$ cat config.mk
export PLATFORM = sky130hd
export DESIGN_NAME = uart_rx_fifo_writer
export DESIGN_NICKNAME = d
export VERILOG_FILES = /design/src/rtl/uart_rx_fifo_writer.sv
export SDC_FILE = /design/constraint.sdc
export NUM_CORES = 1
export LEC_CHECK = 0
export ABC_AREA = 1
export ABC_CLOCK_PERIOD_IN_PS = 1700
export BUFFER_PORTS_ARGS = -buffer_cell sky130_fd_sc_hd__buf_2
export CORE_UTILIZATION = 55
export CTS_BUF_LIST = sky130_fd_sc_hd__clkbuf_2
export DETAILED_ROUTE_END_ITERATION = 7
export PLACE_DENSITY = 0.83
export SYNTH_ARGS = -nofsm -noshare
export SYNTH_HDL_FRONTEND = slang
export SYNTH_SLANG_ARGS = --single-unit
export TNS_END_PERCENT = 100
$ cat constraint.sdc
create_clock -name clk -period 1.7 [get_ports clk]
set_clock_uncertainty 0.05 [all_clocks]
set_input_delay 0.34 -clock clk [delete_from_list [all_inputs] [get_ports clk]]
set_output_delay 0.34 -clock clk [all_outputs]
set_load 0.005 [all_outputs]
$ cat src/rtl/uart_rx_fifo_writer.sv
// 8N1 UART receiver with 16x oversampling; each good byte becomes a single-cycle FIFO write.
// Define UART_RX_PARITY_EN for 8E1 frames with parity checking (PARITY state, parityErr output).
//
// state  | meaning
// IDLE   | line idle, waiting for a falling edge on rxs
// START  | validating the start bit at its midpoint
// DATA   | sampling 8 data bits, LSB first
// PARITY | sampling the even-parity bit (UART_RX_PARITY_EN only)
// STOP   | sampling the stop bit; write, overflow or framing error
// BREAK  | line held low after a framing error, waiting for idle
module uart_rx_fifo_writer #(
  parameter int CLK_FREQ   = 50_000_000,
  parameter int BAUD_RATE  = 9600,
  parameter int OVERSAMPLE = 16,
  parameter int TICK_COUNT = CLK_FREQ / (BAUD_RATE * OVERSAMPLE)
) (
  input  logic       clk,
  input  logic       rst,
  input  logic       rxData,
  input  logic       full,
  output logic       wrEn,
  output logic [7:0] din,
  output logic       frameErr,
  output logic       overflow,
  output logic       parityErr,
  output logic       busy
);

  localparam int TW = (TICK_COUNT > 1) ? $clog2(TICK_COUNT) : 1;
  localparam logic [TW-1:0] TICK_LAST = TW'(TICK_COUNT - 1);

`ifdef UART_RX_PARITY_EN
  typedef enum logic [2:0] {IDLE, START, DATA, PARITY, STOP, BREAK} stateT;
`else
  typedef enum logic [2:0] {IDLE, START, DATA, STOP, BREAK} stateT;
`endif

  stateT state, nextState;

  logic          rxMeta, rxs;
  logic [TW-1:0] tickCnt;
  logic          tick;
  logic [3:0]    sampleCnt;
  logic [2:0]    bitCnt;
  logic [7:0]    shiftReg;
  logic          midSample;
  logic          startFrame, startData, shiftEn;
  logic          doWrite, doOverflow, doFrameErr, doParityErr;
`ifdef UART_RX_PARITY_EN
  logic          parLatch, parMismatch;
`endif

  assign tick      = (tickCnt == TICK_LAST);
  assign midSample = tick && (sampleCnt == 4'd15);
  assign busy      = (state != IDLE);

  always_ff @(posedge clk or posedge rst) begin
    if (rst) begin
      rxMeta <= 1'b1;
      rxs    <= 1'b1;
    end else begin
      rxMeta <= rxData;
      rxs    <= rxMeta;
    end
  end

  always_ff @(posedge clk or posedge rst) begin
    if (rst) state <= IDLE;
    else     state <= nextState;
  end

  always_comb begin
    nextState   = state;
    startFrame  = 1'b0;
    startData   = 1'b0;
    shiftEn     = 1'b0;
    doWrite     = 1'b0;
    doOverflow  = 1'b0;
    doFrameErr  = 1'b0;
    doParityErr = 1'b0;
`ifdef UART_RX_PARITY_EN
    parLatch    = 1'b0;
`endif
    case (state)
      IDLE: begin
        if (!rxs) begin
          nextState  = START;
          startFrame = 1'b1;
        end
      end
      // the tick that moves the sample count from 6 to 7 is mid start bit
      START: begin
        if (tick && sampleCnt == 4'd6) begin
          if (!rxs) begin
            nextState = DATA;
            startData = 1'b1;
          end else begin
            nextState = IDLE;
          end
        end
      end
      DATA: begin
        if (midSample) begin
          shiftEn = 1'b1;
          if (bitCnt == 3'd7) begin
`ifdef UART_RX_PARITY_EN
            nextState = PARITY;
`else
            nextState = STOP;
`endif
          end
        end
      end
`ifdef UART_RX_PARITY_EN
      PARITY: begin
        if (midSample) begin
          parLatch  = 1'b1;
          nextState = STOP;
        end
      end
`endif
      STOP: begin
        if (midSample) begin
          if (!rxs) begin
            doFrameErr = 1'b1;
`ifdef UART_RX_PARITY_EN
            doParityErr = parMismatch;
`endif
            nextState  = BREAK;
          end else begin
            nextState = IDLE;
`ifdef UART_RX_PARITY_EN
            if (parMismatch) doParityErr = 1'b1;
            else if (full)   doOverflow  = 1'b1;
            else             doWrite     = 1'b1;
`else
            if (full) doOverflow = 1'b1;
            else      doWrite    = 1'b1;
`endif
          end
        end
      end
      BREAK: begin
        if (rxs) nextState = IDLE;
      end
      default: nextState = IDLE;
    endcase
  end

  always_ff @(posedge clk or posedge rst) begin
    if (rst) begin
      tickCnt   <= '0;
      sampleCnt <= 4'd0;
      bitCnt    <= 3'd0;
      shiftReg  <= 8'd0;
    end else begin
      if (startFrame || tick) tickCnt <= '0;
      else                    tickCnt <= tickCnt + 1'b1;
      if (startFrame || startData) sampleCnt <= 4'd0;
      else if (tick)               sampleCnt <= sampleCnt + 4'd1;
      if (startData)    bitCnt <= 3'd0;
      else if (shiftEn) bitCnt <= bitCnt + 3'd1;
      if (shiftEn) shiftReg <= {rxs, shiftReg[7:1]};
    end
  end

  always_ff @(posedge clk or posedge rst) begin
    if (rst) begin
      wrEn     <= 1'b0;
      din      <= 8'd0;
      frameErr <= 1'b0;
      overflow <= 1'b0;
    end else begin
      wrEn     <= doWrite;
      frameErr <= doFrameErr;
      overflow <= doOverflow;
      if (doWrite) din <= shiftReg;
    end
  end

`ifdef UART_RX_PARITY_EN
  always_ff @(posedge clk or posedge rst) begin
    if (rst) begin
      parMismatch <= 1'b0;
      parityErr   <= 1'b0;
    end else begin
      if (parLatch) parMismatch <= rxs ^ (^shiftReg);
      parityErr <= doParityErr;
    end
  end
`else
  assign parityErr = doParityErr;
`endif

endmodule

==> results of run 1 <==
stage by stage:
step | cells | total power, W | util | setup slack, ns
2_1_floorplan | 220 | 0.000996 | - | 0.158
3_3_place_gp | 280 | 0.00101 | 0.615 | 0.0941
3_5_place_dp | 280 | 0.00101 | 0.615 | 0.0622
4_1_cts | 290 | 0.00158 | 0.642 | 0.0175
5_1_grt | 297 | 0.00163 | 0.680 | -0.0340
6_report | 297 | 0.00157 | 0.680 | 0.0532
cell type report:
type	count	area (um^2)	area share
Sequential cell	40	1000	0.440
Multi-Input combinational cell	149	896	0.392
Timing Repair Buffer	24	148	0.0646
Inverter	30	113	0.0493
Tap cell	46	57.6	0.0252
Clock inverter	3	42.5	0.0186
Clock buffer	5	25.0	0.0109
state kept, by name, summed over array words and instances, names as in the netlist:
signal	count
sampleCnt	4
wrEn	1
rxs	1
shiftReg	8
tickCnt	9
rxMeta	1
bitCnt	3
din	8
frameErr	1
state	3
overflow	1
power by group through the flow:
stage | Clock [W] | Combinational (W) | Sequential, W
after floorplan | 0 | 0.0000208 | 0.000975
after global routing | 0.000626 | 0.0000399 | 0.000960
after global placement | 0 | 0.0000303 | 0.000976
final | 0.000572 | 0.0000342 | 0.000960
after detailed placement | 0 | 0.0000309 | 0.000976
after CTS | 0.000582 | 0.0000343 | 0.000960
layer usage:
layer	track usage	routed length, um	up-vias
li1	-	-	759
met1	0.263	1690	714
met2	0.287	1820	45
met3	0.0630	200	13
met4	0.0667	87	0
met5	0	0	-
cells by family after synthesis:
| logic type | share of synthesized area |
|---|---|
| AO/OA/AOI/OAI | 0.0718 |
| XOR/XNOR | 0.00898 |
| adder cells (fa/ha/maj) | 0.0385 |
| buffers and inverters | 0.0731 |
| flip-flops | 0.514 |
| other | 0.00192 |
| AND/OR/NAND/NOR | 0.291 |
worst paths after layout:
kind	slack, ns	depth (start not counted)	to
max	0.05	3	busy
min	0.11	3	overflow
max reg2reg	0.06	11	state[1]
min reg2reg	0.32	0	rxs
max in group asynchronous	0.74	4	din[2]
min in group asynchronous	0.50	4	sampleCnt[3]
synth_stat cells (2+ instances only):
master   number
nand3_1      22
inv_2         5
o21ai_2       8
o21ai_0       3
buf_6         2
dfrtp_1      38
a21oi_1       3
nand2_1      47
nor2_2        2
nor2_4        4
ha_1          6
inv_1        24
nor3_1        8
dfstp_2       2
nor2_1       20
o21ai_1       8
nand2_2       7
worst max-delay path: stages, from the launching register on:
cell     delay (ns)
dfrtp_2        0.49
nor2_4         0.16
nand2_1        0.07
buf_2          0.12
what timing repair did:
item / 4_1_cts / 5_1_grt
setup endpoints to repair: 1 / 24
setup buffers: 0 / 5
gates cloned: 0 / 2
pin swaps: 0 / 6
hold endpoints to repair: 39 / 0
hold buffers: 2 / 0
resized for setup: 1 / 14
==> metrics.yaml, run 1 <==
worst_setup_path:
  reg2reg_from: "tickCnt[1]"
  critPathMaxFanout: 4
  cp.required_ns: 1.31
  endpoint_kind: "output pin"
  setup.worst_path.start: "state[1]"
  crit_arrival_ns: 1.26
  worst-setup-path-type: "reg -> out"
  startpoint_type: "register"
final_layout:
  n_antenna_cell: 0
  finalInstanceArea_mm2: 0.00229
  area_growth_pct: 17.2
  fin_nets: 260
  mostFrequentLayoutCells: "44 x nand2_1, 37 x dfrtp_1, 24 x inv_1"
  final_common_cell: "nand2_1"
  final_layout_size_suffix_gt1_frac: 0.295
  fillCellCount: 271
worst_hold_path:
  hold_path.startpoint: "full"
  hold_class: "in -> reg"
detailed_routing:
  num_vias: 1531
  routedWlPerCell_um: 12.8
  drc: 0
  avgViaCountPerCell: 5.15
  wl_um: 3800
  drt_iter0_drc: 102
  antenna_left: 0
  drtPass1Iterations: 4
floorplanning:
  dieArea_mm2: 0.00379
  core_area_mm2: 0.00336
  die_w_um: 61.6
  placementRows: 21
  die_height_um: 61.6
  start_util: 0.580
  io_pins: 17
yosys:
  synth_cell_types: 28
  synth_top_area_cell: "dfrtp_1"
  synth_seq_cells: 40
  synth_nets: 230
  syn-cell-area_mm2: 0.00195
  yosysWarningCount: 0
  synth_top_cell_area_share: 0.487
  ys_seq_area_frac: 0.514
  synth_cells: 220
  ys_async_sr_fraction: 1.00
  synth.area.top_cells: "dfrtp_1 49%, nand2_1 9.0%, nand3_1 5.6%"
  synthFlopType: "dfrtp_1"
  synth_edf_count: 0
  avgSynthCellArea_um2: 8.87
power:
  p_int_w: 0.00121
  clockPowerShare: 0.365
  seqPwrFrac: 0.613
  ir_worst_vdd_mv: 0.581
  switchingPower_w: 0.000354
  p_per_area_mw_per_mm2: 685
  p_comb_frac: 0.022
  cellLeakagePower_nw: 1.16
  switching_share: 0.226
job:
  cap_violations: 0
clock_tree:
  cts_tree: "built"
  h-tree-depth: 2
  root_buffer: "clkbuf_2"
  cts_buffer_depth: 2
  clock_latency_ns: 0.42
  cts_sinks: 40
  clk_pin_slew_ns: 0.21
  numCtsBuffers: 5
sta:
  setup_viol: 0
  hold_ws_ns: 0.112
  finalSetupTns_ns: 0
  rsz0062_at_grt: "true"
  post-route-period-util: 0.969
  period_minus_slack_ns: 1.65
  hold_viol: 0
  slew_violations: 0
  max_freq_mhz: 607
grt:
  grt_max_degree: 41
  grt_pass1_vias: 1215
  grt.total_usage: 0.192
  antenna_found_initial: 0
  grt_pass1_wl_um: 5220
  grt_overflow: 0
outcome:
  status: "completed"
placed_design:
  place_congestion: 0.792
  port-buffer-count: 15
  placedInstanceArea_mm2: 0.00207
  dp_hpwl_um: 2330
(Power assumes the default switching activity.)
==> run 2: changes to the inputs <==
--- a/config.mk
+++ b/config.mk
@@ -11,6 +11,7 @@
 export CORE_UTILIZATION = 55
 export CTS_BUF_LIST = sky130_fd_sc_hd__clkbuf_2
 export DETAILED_ROUTE_END_ITERATION = 7
+export GPL_TIMING_DRIVEN = 0
 export PLACE_DENSITY = 0.83
 export SYNTH_ARGS = -nofsm -noshare
 export SYNTH_HDL_FRONTEND = slang
==> metrics.yaml, run 2 (same netlist as run 1, synthesis figures left out) <==
outcome:
  status: "finished with violations"
  violations: "negative hold slack"
clock_tree:
  h-tree-depth: 2
  cts_tree: "built"
  numCtsBuffers: 5
  clock_latency_ns: 0.41
  clk_pin_slew_ns: 0.22
  cts_sinks: 40
  cts_buffer_depth: 2
  root_buffer: "clkbuf_2"
final_layout:
  top_register: "tickCnt"
  final_common_cell: "dfrtp_1"
  largest_reg_flops: 9
  n_antenna_cell: 0
  fin_nets: 266
  area_growth_pct: 23.2
  mostFrequentLayoutCells: "38 x dfrtp_1, 36 x nand2_1, 21 x inv_1"
  fin_util: 0.714
  top_regs: "tickCnt (9), din (8), shiftReg (8)"
  fillCellCount: 249
  fin_cells: 303
  final_layout_size_suffix_gt1_frac: 0.370
floorplanning:
  dieArea_mm2: 0.00379
  core_area_mm2: 0.00336
  die_height_um: 61.6
  placementRows: 21
  start_util: 0.580
  die_w_um: 61.6
  io_pins: 17
grt:
  grt_pass1_wl_um: 5420
  grt_max_degree: 41
  grt_pass1_vias: 1293
  antenna_found_initial: 0
  grt_overflow: 0
  grt.total_usage: 0.198
detailed_routing:
  drtPass1Iterations: 4
  antenna_left: 0
  wl_um: 3790
  num_vias: 1513
  drc: 0
  avgViaCountPerCell: 4.99
  routedWlPerCell_um: 12.5
  drt_iter0_drc: 53
power:
  switchingPower_w: 0.000345
  p_int_w: 0.00121
  p_comb_frac: 0.020
  clockPowerShare: 0.364
  cellLeakagePower_nw: 1.21
  switching_share: 0.222
  ir_worst_vdd_mv: 0.600
  p_per_area_mw_per_mm2: 648
  seqPwrFrac: 0.616
placed_design:
  dp_hpwl_um: 2350
  place_congestion: 0.834
  port-buffer-count: 15
  placedCellCount: 281
worst_setup_path:
  critPathMaxFanout: 5
  cp.required_ns: 1.96
  crit_arrival_ns: 1.93
  timing.critical_path.buf_inv: 2
  reg2reg_from: "tickCnt[1]"
  rr_endpoint: "din[0]"
  crit_family: "simple AND/OR/NAND/NOR gates"
  startpoint_type: "register"
  rr_worst_depth: 10
  crit_slowest_cell: "dfrtp_1"
  rrSetupSlack_ns: 0.03
  endpoint_kind: "register"
  path_cells: "inv_1 -> ha_2 -> nand2_2 -> nor2_4 -> nand3_4 -> nor2_4 -> nand2_4 -> buf_12 -> nand2_2 -> nand2_1"
  worst-setup-path-type: "reg -> reg"
  critical-path-max-stage-delay_ns: 0.44
sta:
  hold_viol: 6
  max_freq_mhz: 599
  period_minus_slack_ns: 1.67
  post-route-period-util: 0.982
  rsz0062_at_grt: "true"
  worst_pin_slew_ns: 0.797
  finalSetupTns_ns: 0
  relSlewSlack: 0.468
  setup_viol: 0
  slew_violations: 0
  hold_ws_ns: -0.00518
worst_hold_path:
  hold_class: "in -> async"
job:
  cap_violations: 0
==> run 2: how the worst max path moves through the flow <==
stage / startpoint / endpoint / slack (ns) / cells past startpoint
global route: tickCnt[1] / din[0] / -0.04 / 10
CTS: tickCnt[0] / din[2] / 0.02 / 10
detailed placement: tickCnt[0] / din[2] / 0.02 / 10
global placement: rst / state[0] / -0.09 / 2
finish: tickCnt[1] / din[0] / 0.03 / 10
floorplan: tickCnt[0] / din[1] / 0.16 / 10
==> run 2: layer usage <==
metal,part of all wire,vias to the layer above,track usage
met1,0.44,723,0.260
met3,0.033,2,0.0525
met5,0,-,0
met4,0.0063,0,0.0857
li1,-,766,-
met2,0.52,22,0.310
==> run 2: layout make-up <==
class	instances	area [um^2]	share of cell area
Multi-Input combinational cell	147	896	0.373
Buffer	3	38.8	0.0161
Timing Repair Buffer	29	224	0.0932
Clock inverter	3	42.5	0.0177
Sequential cell	40	1000	0.418
Tap cell	46	57.6	0.0240
Inverter	30	115	0.0479
Clock buffer	5	25.0	0.0104
==> run 2: power groups by stage <==
| stage | sequential [W] | combinational [W] | clock [W] |
|---|---|---|---|
| after global placement | 0.000975 | 0.0000299 | 0 |
| after global routing | 0.000960 | 0.0000375 | 0.000626 |
| after CTS | 0.000959 | 0.0000323 | 0.000574 |
| final | 0.000959 | 0.0000309 | 0.000566 |
| after floorplan | 0.000975 | 0.0000208 | 0 |
| after detailed placement | 0.000976 | 0.0000304 | 0 |
==> run 2: metrics by stage <==
| stage | total power, W | area, um^2 | worst slack (ns) |
|---|---|---|---|
| floorplan | 0.000996 | 1950 | 0.158 |
| global placement | 0.00101 | 2080 | -0.0876 |
| detailed placement | 0.00101 | 2080 | 0.0156 |
| CTS | 0.00157 | 2180 | 0.0175 |
| global route | 0.00162 | 2400 | -0.0412 |
| finish | 0.00156 | 2400 | 0.0309 |
==> run 2: worst register-to-register path: stages (launching register included) <==
cell	delay [ns]
dfrtp_1	0.44
inv_1	0.07
ha_2	0.17
nand2_2	0.08
nor2_4	0.15
nand3_4	0.09
nor2_4	0.16
nand2_4	0.11
buf_12	0.16
nand2_2	0.05
nand2_1	0.04
==> run 2: what timing repair did <==
action / CTS / global route
setup buffers: 2 / 9
pin swaps: 0 / 9
hold buffers: 1 / 0
hold endpoints to repair: 1 / 0
gates cloned: 0 / 2
resized for setup: 0 / 35
setup endpoints to repair: 6 / 31
